**src/rtl/systolic_mm_controller_if.sv**
```systemverilog
`default_nettype none
// ============================================================================
// Module   : systolic_mm_controller_if
// Purpose  : Host-side handshake and array-drive bundle of the systolic
//            matrix-multiply controller.
// Revision : 1.0
// ============================================================================
interface systolic_mm_controller_if #(
  parameter int N = 4,
  parameter int K = 4
);
  localparam int T  = K + 2 * N - 2;
  localparam int TW = $clog2(T);
  localparam int KW = ($clog2(K) < 1) ? 1 : $clog2(K);
  localparam int RW = ($clog2(N) < 1) ? 1 : $clog2(N);

  logic            start;
  logic            abort;
  logic            busy;
  logic            array_clear;
  logic [TW-1:0]   step;
  logic [N-1:0]    lane_valid;
  logic [N*KW-1:0] lane_k;
  logic            rd_valid;
  logic [RW-1:0]   rd_row;
  logic            done;

  // master: the controller; slave: the host and array feeders.
  modport master (
    input  start, abort,
    output busy, array_clear, step, lane_valid, lane_k, rd_valid, rd_row, done
  );
  modport slave (
    output start, abort,
    input  busy, array_clear, step, lane_valid, lane_k, rd_valid, rd_row, done
  );
endinterface
`default_nettype wire

```
**src/rtl/systolic_mm_controller.sv**
```systemverilog
`default_nettype none
// ============================================================================
// Module   : systolic_mm_controller
// Purpose  : Sequences clear, skewed operand feed and row readout of an
//            N x N output-stationary systolic multiply array.
// Revision : 1.0
// ============================================================================
module systolic_mm_controller #(
  parameter int N = 4,
  parameter int K = 4
) (
  input  wire logic                     clock,
  input  wire logic                     nreset,
  systolic_mm_controller_if.master      ctrl
);
  localparam int T  = K + 2 * N - 2;
  localparam int TW = $clog2(T);
  localparam int KW = ($clog2(K) < 1) ? 1 : $clog2(K);
  localparam int RW = ($clog2(N) < 1) ? 1 : $clog2(N);

  localparam logic [TW-1:0] C_T_LAST   = TW'(T - 1);
  localparam logic [RW-1:0] C_ROW_LAST = RW'(N - 1);

  typedef enum logic [2:0] {
    S_IDLE  = 3'd0,
    S_CLEAR = 3'd1,
    S_FEED  = 3'd2,
    S_READ  = 3'd3,
    S_DONE  = 3'd4
  } state_t;

  state_t          state_q, state_d;
  logic [TW-1:0]   t_q, t_d;
  logic [RW-1:0]   row_q, row_d;

  always_ff @(posedge clock or negedge nreset) begin
    if (!nreset) begin
      state_q <= S_IDLE;
      t_q     <= '0;
      row_q   <= '0;
    end else begin
      state_q <= state_d;
      t_q     <= t_d;
      row_q   <= row_d;
    end
  end

  // Counters only advance while staying in their own state; any exit zeroes them.
  always_comb begin
    state_d = state_q;
    t_d     = '0;
    row_d   = '0;
    case (state_q)
      S_IDLE: begin
        if (ctrl.start && !ctrl.abort) state_d = S_CLEAR;
      end
      S_CLEAR: begin
        state_d = ctrl.abort ? S_IDLE : S_FEED;
      end
      S_FEED: begin
        if (ctrl.abort) begin
          state_d = S_IDLE;
        end else if (t_q == C_T_LAST) begin
          state_d = S_READ;
        end else begin
          t_d = (t_q == C_T_LAST) ? t_q : t_q + TW'(1);
        end
      end
      S_READ: begin
        if (ctrl.abort) begin
          state_d = S_IDLE;
        end else if (row_q == C_ROW_LAST) begin
          state_d = S_DONE;
        end else begin
          row_d = (row_q == C_ROW_LAST) ? row_q : row_q + RW'(1);
        end
      end
      S_DONE: begin
        state_d = S_IDLE;
      end
      default: begin
        state_d = S_IDLE;
      end
    endcase
  end

  assign ctrl.busy        = (state_q != S_IDLE);
  assign ctrl.array_clear = (state_q == S_CLEAR);
  assign ctrl.step        = (state_q == S_FEED) ? t_q : '0;
  assign ctrl.rd_valid    = (state_q == S_READ);
  assign ctrl.rd_row      = (state_q == S_READ) ? row_q : '0;
  assign ctrl.done        = (state_q == S_DONE);

  // Lane i is skewed by i cycles so operands meet diagonally inside the array.
  for (genvar i = 0; i < N; i++) begin : g_lane
    logic w_in_window;
    assign w_in_window = (state_q == S_FEED) &&
                         (int'(t_q) >= i) && (int'(t_q) <= i + K - 1);
    assign ctrl.lane_valid[i]         = w_in_window;
    assign ctrl.lane_k[i*KW +: KW]    = w_in_window ? KW'(int'(t_q) - i) : '0;
  end

endmodule
`default_nettype wire

```
**src/flat_wrapper.sv**
```systemverilog
// flat-port wrapper written by rule: the top's interface ports become plain ports
module systolic_mm_controller_flat 
#(
  parameter int N = 4,
  parameter int K = 4
)
  (clock, nreset, ctrl_start, ctrl_abort, ctrl_busy, ctrl_array_clear, ctrl_step, ctrl_lane_valid, ctrl_lane_k, ctrl_rd_valid, ctrl_rd_row, ctrl_done);
  systolic_mm_controller_if #(.N(N), .K(K)) ctrl_i ();
  input  wire logic clock;
  input  wire logic nreset;
  input wire logic [$bits(ctrl_i.start)-1:0] ctrl_start;
  input wire logic [$bits(ctrl_i.abort)-1:0] ctrl_abort;
  output wire logic [$bits(ctrl_i.busy)-1:0] ctrl_busy;
  output wire logic [$bits(ctrl_i.array_clear)-1:0] ctrl_array_clear;
  output wire logic [$bits(ctrl_i.step)-1:0] ctrl_step;
  output wire logic [$bits(ctrl_i.lane_valid)-1:0] ctrl_lane_valid;
  output wire logic [$bits(ctrl_i.lane_k)-1:0] ctrl_lane_k;
  output wire logic [$bits(ctrl_i.rd_valid)-1:0] ctrl_rd_valid;
  output wire logic [$bits(ctrl_i.rd_row)-1:0] ctrl_rd_row;
  output wire logic [$bits(ctrl_i.done)-1:0] ctrl_done;
  assign ctrl_i.start = ctrl_start;
  assign ctrl_i.abort = ctrl_abort;
  assign ctrl_busy = ctrl_i.busy;
  assign ctrl_array_clear = ctrl_i.array_clear;
  assign ctrl_step = ctrl_i.step;
  assign ctrl_lane_valid = ctrl_i.lane_valid;
  assign ctrl_lane_k = ctrl_i.lane_k;
  assign ctrl_rd_valid = ctrl_i.rd_valid;
  assign ctrl_rd_row = ctrl_i.rd_row;
  assign ctrl_done = ctrl_i.done;
  systolic_mm_controller #(.N(N), .K(K)) u_core (.clock(clock), .nreset(nreset), .ctrl(ctrl_i));
endmodule
```
**config.mk**
```make
export PLATFORM = sky130hd
export DESIGN_NAME = systolic_mm_controller_flat
export DESIGN_NICKNAME = d
export VERILOG_FILES = /design/src/rtl/systolic_mm_controller_if.sv /design/src/rtl/systolic_mm_controller.sv /design/src/flat_wrapper.sv
export SDC_FILE = /design/constraint.sdc
export NUM_CORES = 1
export LEC_CHECK = 0
export ABC_CLOCK_PERIOD_IN_PS = 2610
export BUFFER_PORTS_ARGS = -buffer_cell sky130_fd_sc_hd__buf_4
export CAP_MARGIN = 20
export CORE_MARGIN = 5
export CORE_UTILIZATION = 49
export CTS_BUF_LIST = sky130_fd_sc_hd__clkbuf_4
export CTS_CLUSTER_SIZE = 12
export DETAILED_ROUTE_END_ITERATION = 7
export PLACE_DENSITY_LB_ADDON = 0.05
export SYNTH_ARGS = -nofsm -noshare
export SYNTH_HDL_FRONTEND = slang
export SYNTH_SLANG_ARGS = --single-unit
```
**constraint.sdc**
```tcl
create_clock -name clock -period 2.61 [get_ports clock]
set_clock_uncertainty 0.2 [all_clocks]
set_input_delay 0.522 -clock clock [delete_from_list [all_inputs] [get_ports clock]]
set_output_delay 0.522 -clock clock [all_outputs]
set_load 0.01 [all_outputs]
```
; After elaboration in Yosys (flattened, before gate mapping)
; Cells that the tools add are included.
[word_totals]
regBits = 9
in_bits = 4
[classes]
n_reduce_logical = 12
n_eq_ne = 9
n_addsub = 5
n_mux = 19
order_cmp = 7
[ops]
columns = op, count
row1 = $mux W2, 9
row2 = $mux W4, 4
row3 = $mux W3, 5
row4 = $le A4 B3 Y1 const B, 3
row5 = $pmux W3 S4, 1
row6 = $ge A4 B2 Y1 const B, 2
row7 = $logic_and A1 B1 Y1, 8
row8 = $eq A3 B2 Y1 const B, 2
row9 = $ne A3 B2 Y1 const B, 2
row10 = $add A4 B1 Y4 const B, 1
row11 = $eq A4 B4 Y1 const B, 1
row12 = $ge A4 B1 Y1 const B, 1
row13 = $le A4 B2 Y1 const B, 1
row14 = $sub A2 B2 Y2 const B, 2
row15 = $eq A3 B1 Y1 const B, 1
row16 = $eq A3 B3 Y1 const B, 1
row17 = $logic_not A3 Y1, 1
row18 = $reduce_and A3 Y1, 1
row19 = $reduce_bool A3 Y1, 1
row20 = $add A2 B1 Y2 const B, 1
row21 = $eq A2 B2 Y1 const B, 1
row22 = $ne A2 B1 Y1 const B, 1
row23 = $sub A2 B1 Y2 const B, 1
row24 = $logic_not A1 Y1, 1

; Longest topological paths before layout
[logic_depth]
ltp_word = 4
mapped_depth = 6
mapped_depth_nobuf = 5

; Least setup slack after synthesis
; No wires, ideal clock.
[synth_path]
path_type = flip-flop to output port
start = reg u_core.state_q[2]
end = out ctrl_lane_k[2]
required_ps = 1888
slack_ps = 363
path_stages_with_launch = 5
path_buffers = 1
t_arrival_ps = 1525
path_cell_list = dfrtp_1 or4b_1 buf_2 a221o_1 nor2_1
[synth_between]
elab_chain_len = 4
[synth_rtl]
columns = item, line
row1 = start: declaration, systolic_mm_controller.sv:32  ; state_t state_q, state_d;
row2 = start signal: assignment, systolic_mm_controller.sv:42  ; state_q <= state_d;
row3 = $eq A3 B2 Y1, systolic_mm_controller.sv:97  ; assign w_in_window = (state_q == S_FEED) &&
row4 = $logic_and A1 B1 Y1, systolic_mm_controller.sv:97
row5 = $logic_and A1 B1 Y1, systolic_mm_controller.sv:98  ; (int'(t_q) >= i) && (int'(t_q) <= i + K - 1);
row6 = $mux W2, systolic_mm_controller.sv:100  ; assign ctrl.lane_k[i*KW +: KW] = w_in_window ? KW'(int'(t_q) - i) : '0;
row7 = end: declaration, flat_wrapper.sv:17  ; output wire logic [$bits(ctrl_i.lane_k)-1:0] ctrl_lane_k;
; Every way passes these cells.

; Worst setup path after layout
; Same ends and word-level chain as after synthesis.

==> metrics <==
run status completed; wire length after detailed routing approximately 1.3 mm; final net count around 120; Top Family by Delay on Critical Path simple AND/OR/NAND/NOR gates; highest signal layer in the routed design met4; number of global-route vias before repair 497; minimum clock period after layout about 2500 ps; required time reported for the critical path endpoint around 1900 ps; instance count of the mapped netlist 78; main area contributors after synthesis dfrtp_1, nor2_1, ha_1; startpoint of the tightest hold check path ctrl_abort; CP arrival roughly 1800 ps; antenna violations before repair 0; die area about 2200 um^2; leftover overflow at the end of global routing 0; Critical R2R Capture u_core.state_q[0]; number of enable flip-flop cells after synthesis 0; nature of the critical path startpoint flop; mux share of post-synthesis cell area 0; initial DRC count 26; number of max-cap violations 0; P per Cell Area roughly 370 nW/um^2; std cell rows 13; via count 601; met2 layer wire length in the routed design about 600 um; synthesized area per cell roughly 8.3 um^2; cell-by-cell trace of the critical path or4b_4 -> a221o_1 -> nor2_1 -> buf_4; peak supply drop ~0.34 mV; Final setup viols 0; DR WL met3 118 um; sum of internal, switching and leakage power roughly 0.33 mW; latest clock arrival within the worst-skew pair between 200 and 300 ps; antenna diode count 0; number of register bits inferred by synthesis 9; Rel. slew slack 0.767; chip height approximately 46 um; Worst Tran Pin Value 349 ps; worst hold path type input pin to flop; number of fillers in the final layout roughly 110; chip width approximately 46 um; Vias per Instance 5.01; Slowest-stage cell, CP or4b_4; dpl hpwl 1.05 mm; Area Growth Syn to Fin 36.8%; endpoint type of the worst setup path output port; Max Clk Rate slightly below 400 MHz; most area-hungry cell type in the Yosys netlist dfrtp_1; weighted congestion reported at the end of routability-driven placement around 0.75; launch instance of the worst register-to-register path u_core.state_q[0]; first-pass GRT wire length 2.19 mm; total I/O pin count 26; antenna-violating nets left 0; register-to-register path setup slack around 800 ps; CP peak stage delay about 560 ps; number of input and output port buffers inserted 25; layout cell share with drive strength beyond 1 0.352; DR DRC count 0; buffering stage count on the worst path with inverters included 1; synthesized-area fraction occupied by adder cells 0.0963; Pre-antenna DRT Iters 4; clock input transition at the sequential cells of the worst setup and hold paths about 60 ps; number of pins exceeding their max-slew limit in the final report 0; CP max FO 7; overall fraction of global-route tracks in use 0.147; synth warn 0; CTS Buf Count 3; count of different cell masters after synthesis 28; sequential share of the synthesized area 0.347; routed length on met1 595 um; worst hold stages 2; Non-Filler Cell Area, Final 888 um^2; Core Box Area about 1300 um^2; detailed-route wire length per cell about 11 um; compound-gate portion of the synthesized area 0.0963; final hold vios 0; Final Cycle Share 0.971; CTS tree done; total nets after synthesis 87; XOR/XNOR share of the synthesized area 0.0270; main combinational cell family by area after synthesis simple AND/OR/NAND/NOR gates; placed instance area ~800 um^2; maximum number of pins on one net before global-route repair 13; maximum buffer depth of the clock tree 2; clock tree root buffer cell clkbuf_4; capture endpoint of the worst hold path u_core.row_q[1]; Initial Utilization 0.505; total leakage power 0.482 nW; simple-gate share of the synthesized area 0.316; total number of H-tree levels 1; main flop type after synthesis dfrtp_1; cell area after synthesis ~650 um^2; startpoint-to-endpoint class of the critical path flop to output port; area share of the leading cell type in the synthesized netlist 0.347; Final Hold Slack between 200 and 300 ps; Worst R2R Path Depth 4; number of sinks on the clock net 9; Post-synth ARST share 1.00
==> sequential cells by signal (all words and copies together), names as in the netlist <==
register        cells
u_core.row_q        2
u_core.t_q          4
u_core.state_q      3
==> how the worst max path moves through the flow <==
stage	start	endpoint	slack [ps]	cells after the start
global placement	u_core.state_q[2]	ctrl_lane_k[2]	270	4
global route	u_core.state_q[2]	ctrl_lane_k[2]	-0.7	4
detailed placement	u_core.state_q[2]	ctrl_lane_k[2]	220	4
CTS	u_core.state_q[2]	ctrl_lane_k[2]	9	4
finish	u_core.state_q[2]	ctrl_lane_k[2]	80	4
floorplan	u_core.state_q[2]	ctrl_lane_k[2]	360	4
==> cells in the final DEF (no fill, tap or decap), drive strengths merged, types with 2 or more instances in the layout <==
master and n:
nor2 17, nor3b 3, and3 2, ha 5
inv 7, clkbuf 4, buf 30, nand2 3
nor3 3, nor2b 3, and2 2, nor4 2
dfrtp 9
==> power by group <==
part | switching (mW) | total (mW) | leakage (nW) | internal, mW
Combinational | 0.0342 | 0.0664 | 0.342 | 0.0321
Clock | 0.0455 | 0.115 | 0.0184 | 0.0691
Sequential | 0.00359 | 0.147 | 0.122 | 0.144
==> worst reg2reg max path: stages, from the launching register on <==
cell and delay [ps]:
dfrtp_1 380, buf_4 170, or3b_1 410, a311o_1 410, o2111a_1 140
==> synthesized netlist by cell type (3+ instances only) <==
master,number
buf_4,5
ha_1,5
dfrtp_1,9
nor2_1,17
nand2_1,3
nor3b_1,3
nor2b_1,3
nor3_1,3
inv_1,7
==> per-stage QoR <==
| step | util | cells | TNS [ps] | setup WS (ps) |
|---|---|---|---|---|
| 2_1_floorplan | - | 78 | 0 | 363 |
| 3_3_place_gp | 0.639 | 112 | 0 | 266 |
| 3_5_place_dp | 0.639 | 112 | 0 | 215 |
| 4_1_cts | 0.673 | 117 | 0 | 9.35 |
| 5_1_grt | 0.691 | 120 | -0.666 | -0.666 |
| 6_report | 0.691 | 120 | 0 | 75.4 |
==> cell families after synthesis <==
logic type                 Yosys count
and+or+nand+nor                     40
buffers and inverters               15
DFF                                  9
AOI/OAI and AO/OA                    7
adders and majority gates            5
xor gates and xnor gates             2
==> per-layer routing <==
metal	vias to the layer above	GRT usage
li1	312	-
met1	267	0.193
met2	18	0.203
met3	4	0.0547
met4	0	0.0852
met5	-	0
==> repair_timing <==
action / CTS / global route
buffers inserted: 0 / 3
hold endpoints to repair: 9 / 0
hold buffers: 1 / 0
gates resized for setup: 1 / 1
pin swaps: 0 / 1
setup endpoints to repair: 4 / 6
==> cell type report <==
cell class	instances	area, um^2	share of cell area
repair buffers	31	235	0.265
multi-input cells	54	352	0.396
well taps	15	18.8	0.0211
flip-flops and latches	9	226	0.255
inverters	7	26.3	0.0296
clock buffers	4	30.0	0.0338
Note: power is estimated with default switching activity, not from simulation.
